--- src/rtl/if_fetch_stage.sv ---
// if_fetch_stage: MIPS32 IF stage owning the PC and IF/ID register, with stall and redirect control.
// Optional perf counters (fetch_cnt, bubble_cnt) are enabled by defining IF_PERF_CNT_EN.
module if_fetch_stage #(
  parameter logic [31:0] RESET_PC   = 32'h0000_0000,
  parameter int unsigned IMEM_BYTES = 32
) (
  input  logic        clk,
  input  logic        reset,
  input  logic        stall,
  input  logic        redirect_valid,
  input  logic [31:0] redirect_target,
  input  logic [31:0] instruction,
  output logic [31:0] pc,
  output logic [31:0] if_id_pc4,
  output logic [31:0] if_id_instr,
  output logic        if_id_valid,
  output logic        addr_err,
  output logic        oor_fetch
`ifdef IF_PERF_CNT_EN
  ,
  output logic [31:0] fetch_cnt,
  output logic [31:0] bubble_cnt
`endif
);
  logic [31:0] pc_q, pc_d, pc4_q, pc4_d, instr_q, instr_d;
  logic        valid_q, valid_d, aerr_q, aerr_d, oor_q, oor_d;
  logic        in_range;
  assign in_range = pc_q < 32'(IMEM_BYTES);
  always_comb begin
    pc_d    = pc_q;
    pc4_d   = pc4_q;
    instr_d = instr_q;
    valid_d = valid_q;
    aerr_d  = 1'b0;
    oor_d   = 1'b0;
    if (redirect_valid) begin
      pc_d    = {redirect_target[31:2], 2'b00};
      pc4_d   = '0;
      instr_d = '0;
      valid_d = 1'b0;
      aerr_d  = |redirect_target[1:0];
    end else if (!stall) begin
      pc_d    = pc_q + 32'd4;
      pc4_d   = pc_q + 32'd4;
      instr_d = in_range ? instruction : '0;
      valid_d = in_range;
      oor_d   = !in_range;
    end
  end
  always_ff @(posedge clk or negedge reset) begin
    if (!reset) begin
      pc_q    <= RESET_PC;
      pc4_q   <= '0;
      instr_q <= '0;
      valid_q <= 1'b0;
      aerr_q  <= 1'b0;
      oor_q   <= 1'b0;
    end else begin
      pc_q    <= pc_d;
      pc4_q   <= pc4_d;
      instr_q <= instr_d;
      valid_q <= valid_d;
      aerr_q  <= aerr_d;
      oor_q   <= oor_d;
    end
  end
  assign pc          = pc_q;
  assign if_id_pc4   = pc4_q;
  assign if_id_instr = instr_q;
  assign if_id_valid = valid_q;
  assign addr_err    = aerr_q;
  assign oor_fetch   = oor_q;
`ifdef IF_PERF_CNT_EN
  logic [31:0] fetch_cnt_q, bubble_cnt_q;
  logic        fetch_inc, bubble_inc;
  // both counters saturate at all-ones rather than wrapping
  assign fetch_inc  = !redirect_valid && !stall && in_range && ~&fetch_cnt_q;
  assign bubble_inc = (redirect_valid || (!stall && !in_range)) && ~&bubble_cnt_q;
  always_ff @(posedge clk or negedge reset) begin
    if (!reset) begin
      fetch_cnt_q  <= '0;
      bubble_cnt_q <= '0;
    end else begin
      fetch_cnt_q  <= fetch_cnt_q + {31'd0, fetch_inc};
      bubble_cnt_q <= bubble_cnt_q + {31'd0, bubble_inc};
    end
  end
  assign fetch_cnt  = fetch_cnt_q;
  assign bubble_cnt = bubble_cnt_q;
`endif
endmodule

--- config.mk ---
export PLATFORM = sky130hd
export DESIGN_NAME = if_fetch_stage
export DESIGN_NICKNAME = d
export VERILOG_FILES = /design/src/rtl/if_fetch_stage.sv
export SDC_FILE = /design/constraint.sdc
export NUM_CORES = 1
export LEC_CHECK = 0
export CORE_MARGIN = 5
export CORE_UTILIZATION = 47
export DETAILED_ROUTE_END_ITERATION = 8
export PLACE_DENSITY_LB_ADDON = 0.3
export SLEW_MARGIN = 0
export SYNTH_ARGS = -nofsm -noshare
export SYNTH_HDL_FRONTEND = slang
export SYNTH_SLANG_ARGS = --single-unit
--- constraint.sdc ---
create_clock -name clk -period 2.6 [get_ports clk]
set_input_delay 0.39 -clock clk [delete_from_list [all_inputs] [get_ports clk]]
set_output_delay 0.39 -clock clk [all_outputs]
set_load 0.02 [all_outputs]
# After elaboration in Yosys (flattened, before gate mapping)
# Index checks and enable logic that the tools add are counted.
word_totals:
  ff_bits: 99
  output_inout_bits: 99
  elab_cells: 22
op_classes:
  add_sub_neg: 1
  order_cmp: 1
  n_eq_ne: 1
  muxes: 11
  reduce_logical: 2
ops:
  columns: ["op", "n"]
  rows:
  - ["32-bit 2-to-1 mux", 6]
  - ["32-bit by 3-bit adder with 32-bit output, second input constant", 1]
  - ["32-bit by 6-bit less-than comparator with 1-bit output, second input constant", 1]
  - ["1-bit 2-to-1 mux", 5]
  - ["2-bit by 1-bit != test with 1-bit output, second input constant", 1]
  - ["2-bit OR reduction", 1]
  - ["1-bit zero test", 1]

# Longest topological paths before layout
depth:
  ltp_word: 4
  depth_mapped: 7
  mapped_depth_nobuf: 5

# Worst setup path after synthesis
# OpenSTA, ideal clock, no wires.
synth_path:
  kind: "reg2reg"
  startpoint: "register pc_q[11] (netlist: pc[11])"
  endpoint: "register pc4_q[25] (netlist: if_id_pc4[25])"
  arrival_time_ps: 2189
  required_ps: 2501
  setup_slack_ps: 312
  path_stages_with_launch: 7
  n_path_buf: 2
  path_cell_list: "dfrtp_1 > buf_2 > nand4_2 > or4_4 > buf_6 > or4_1 > a311oi_1"
synth_between:
  elab_chain_len: 3
synth_rtl:
  columns: ["item", "line_no", "source"]
  rows:
  - ["start, declared", "25", "logic [31:0] pc_q, pc_d, pc4_q, pc4_d, instr_q, instr_d;"]
  - ["start signal, assigned", "59", "pc_q <= pc_d;"]
  - ["32-bit by 3-bit adder with 32-bit output", "44", "pc4_d = pc_q + 32'd4;"]
  - ["32-bit 2-to-1 mux", "42", "end else if (!stall) begin"]
  - ["32-bit 2-to-1 mux", "36", "if (redirect_valid) begin"]
  - ["end signal, assigned", "60", "pc4_q <= pc4_d;"]
  - ["end, declared", "25", null]
# Every way passes these cells. The select of a mux whose other input is x is not followed.
# A chain may end at the register's enable or synchronous reset.

# Final worst setup path
layout_path:
  startpoint: "register pc_q[11] (netlist: pc[11])"
  endpoint: "register pc4_q[29] (netlist: if_id_pc4[29])"
# Same word-level chain as after synthesis.

==> results_dict.tcl <==
set metrics [dict create \
    synth_top_area_share_pct 46.22 \
    critPathRequiredTime_ns 2.86 \
    grt_max_degree 51 \
    drc 0 \
    p_leak_uw 0.002716 \
    synth_ff_type "dfrtp_1" \
    fillers 900 \
    pwr-share-clk_pct 28.9 \
    finalWorstSetupSlack_ns 0.1767 \
    synth-xor-area-share_pct 3.202 \
    final_util_pct 65.57 \
    dp_slack_ns 0.1934 \
    r2r-start "pc[11]" \
    grt_usage_pct 24.15 \
    numCtsBuffers 9 \
    dpl.hpwl_um 11380 \
    antenna_found_initial 0 \
    critical_path_class "flip-flop to flip-flop" \
    cts_tree "yes" \
    ctsResizeCount 0 \
    root_buffer "clkbuf_8" \
    diodes 0 \
    intPower_uw 2375 \
    maxSlewHeadroom_pct 43.76 \
    design_area_mm2 0.007108 \
    fin_worst_skew_ns 0.007742 \
    finalCritPeriodShare_pct 93.20 \
    vias 5087 \
    rsz0062_at_grt "false" \
    cts.sinks 96 \
    worst_slew_pin_slew_ns 0.8426 \
    synthMuxAreaShare_pct 0 \
    synth_top_family_by_area "simple AND/OR/NAND/NOR gates" \
    register_area_mm2 0.002402 \
    h-tree-depth 3 \
    drive_above_1_share_pct 11.05 \
    synth_edf_count 0 \
    cts_hold_buffers 1 \
    fin_tns_setup_ns 0 \
    switching_power_uw 1028 \
    synth_cells 576 \
    cp_slowest_cell "or4_4" \
    chipHeight_um 115.2 \
    maxCapViolCount 0 \
    drtIter0Drc 371 \
    clock_latency_ns 0.37 \
    grt_pass1_vias 4984 \
    synthArstFlopShare_pct 100.0 \
    cp.arrival_ns 2.69 \
    synth_seq_cells 96 \
    rows 38 \
    setup_violations 0 \
    avgSynthCellArea_um2 9.023 \
    max_stage_delay_ns 0.70 \
    synth_compound_area_share_pct 16.51 \
    synth-simple-area-share_pct 27.59 \
    area_growth_pct 36.76 \
    cp-start-kind "flip-flop" \
    antenna_left 0 \
    outcome "complete, no violations" \
    yosys.area.top_type "dfrtp_1" \
    grt_pass1_wl_um 25540 \
    vdd_drop_max_uv 262.5 \
    final_common_cell "clkdlybuf4s50_1" \
    place_area_mm2 0.006903 \
    netSwitchingFraction_pct 30.21 \
    hold_viol_final 0 \
    combPwrFrac_pct 21.4 \
    sequentialPowerShare_pct 49.8 \
    design.core.area_mm2 0.01084 \
    synth_fa_ha_area_share_pct 0.2407 \
    rr_endpoint "if_id_pc4[29]" \
    fin_crit_ns 2.423 \
    synth_area_leaders "dfrtp_1 (46%), or4b_2 (6.0%), nand2_1 (5.3%)" \
    clk_pin_slew_worst_paths_ns 0.09 \
    multi_input_comb_area_mm2 0.002479 \
    yosysWarnings 0 \
    r2r_slack_ns 0.18 \
    start_util_pct 47.95 \
    overflow 0 \
    hold_path_class "input port to async pin" \
    final_cell_mix "clkdlybuf4s50_1 (161), dfrtp_1 (96), nand2_1 (74)" \
    fmax_ghz 0.4127 \
    wl_per_cell_um 18.83 \
    io_buffers 164 \
    place.gp.congestion 0.9133 \
    via_per_inst 5.950 \
    worstPathMaxFanout 29 \
    final_nets 779 \
    die_w_um 115.2 \
    synth.distinct_cells 47 \
    clk_path_buf_depth 2 \
    num_io_pins 167 \
    hold_slack_ns 0.4286 \
    maxSlewViolCount 0 \
    path_cells "nand4_2 > or4_4 > or4_1 > a311oi_1" \
    drt-total-wl_um 16100 \
    dieArea_mm2 0.01326 \
    ys_seq_area_share_pct 46.22 \
    rr_worst_depth 4 \
    firstDrtPassIters 7 \
    postCtsSetupBuffers 0 \
    power_per_cell_area_mw_per_mm2 478.7 \
    syn_area_mm2 0.005197 \
    endpoint_kind "flip-flop" \
]
power groups by stage:
stage	logic (µW)	clock network [µW]	registers [µW]
after floorplan	281	0	1770
after global placement	717	0	1710
after detailed placement	726	0	1720
after CTS	730	1010	1690
after global routing	782	1070	1710
final	727	982	1690
worst max-delay path, delay by kind of cell (launching register included):
family          cells  cell delay (ns)
compound gates      1             0.31
flops               1             0.52
simple gates        3             1.50
cells in the mapped netlist, drive strengths merged, types with 2 or more instances:
| master | count |
|---|---|
| and3 | 4 |
| or4b | 31 |
| a211oi | 10 |
| o41ai | 2 |
| o21ai | 22 |
| inv | 16 |
| or3 | 2 |
| nand3 | 24 |
| and4 | 10 |
| a311o | 3 |
| nand2 | 74 |
| nor4 | 17 |
| a21oi | 46 |
| nor3 | 8 |
| or4 | 11 |
| nand4 | 17 |
| and2 | 3 |
| a31oi | 6 |
| or2 | 7 |
| nand3b | 2 |
| a221oi | 5 |
| xnor2 | 13 |
| dfrtp | 96 |
| o311ai | 15 |
| xor2 | 6 |
| nor2b | 2 |
| buf | 9 |
| nor2 | 35 |
| o31ai | 10 |
| a2111oi | 2 |
| clkbuf | 53 |
| a311oi | 7 |
worst max-delay path by stage:
| stage | start | endpoint | slack [ns] |
|---|---|---|---|
| floorplan | pc[11] | if_id_pc4[25] | 0.31 |
| global placement | pc[11] | if_id_pc4[25] | 0.34 |
| detailed placement | pc[11] | if_id_pc4[29] | 0.19 |
| CTS | pc[11] | if_id_pc4[29] | 0.18 |
| global route | pc[10] | if_id_pc4[29] | 0.08 |
| finish | pc[11] | if_id_pc4[29] | 0.18 |
layer usage:
layer | up-vias | global-route usage [%] | routed length [µm]
met5 | - | 0 | 0
met4 | 0 | 9.390 | 433
met3 | 32 | 7.263 | 1632
met2 | 233 | 37.58 | 7566
met1 | 2440 | 31.78 | 6463
li1 | 2382 | - | -
logic make-up (layout without fill, tap and decap cells):
family,count (synthesis),in the layout
AO/OA/AOI/OAI,131,131
AND/OR/NAND/NOR,250,250
other,1,2
flip-flops,96,96
buffers and inverters,78,216
XOR/XNOR,19,19
adder cells (fa/ha/maj),1,1
through the flow:
stage / total power, µW / instances
finish: 3403 / 855
global route: 3560 / 855
CTS: 3427 / 855
detailed placement: 2446 / 838
global placement: 2430 / 838
floorplan: 2051 / 577
layout make-up:
cell class              instances  area share (%)
clock inverters                 1          0.1232
clock buffers                  15           2.623
well taps                     140           2.464
flip-flops and latches         96           33.80
inverters                      16          0.8449
multi-input cells             403           34.87
repair buffers                184           25.28
state kept, by name (all words and copies together) (netlist names):
| name | cells |
|---|---|
| if_id_pc4 | 31 |
| oor_fetch | 1 |
| pc | 30 |
| addr_err | 1 |
| if_id_instr | 32 |
| if_id_valid | 1 |
Note: power is estimated with default switching activity, not from simulation.
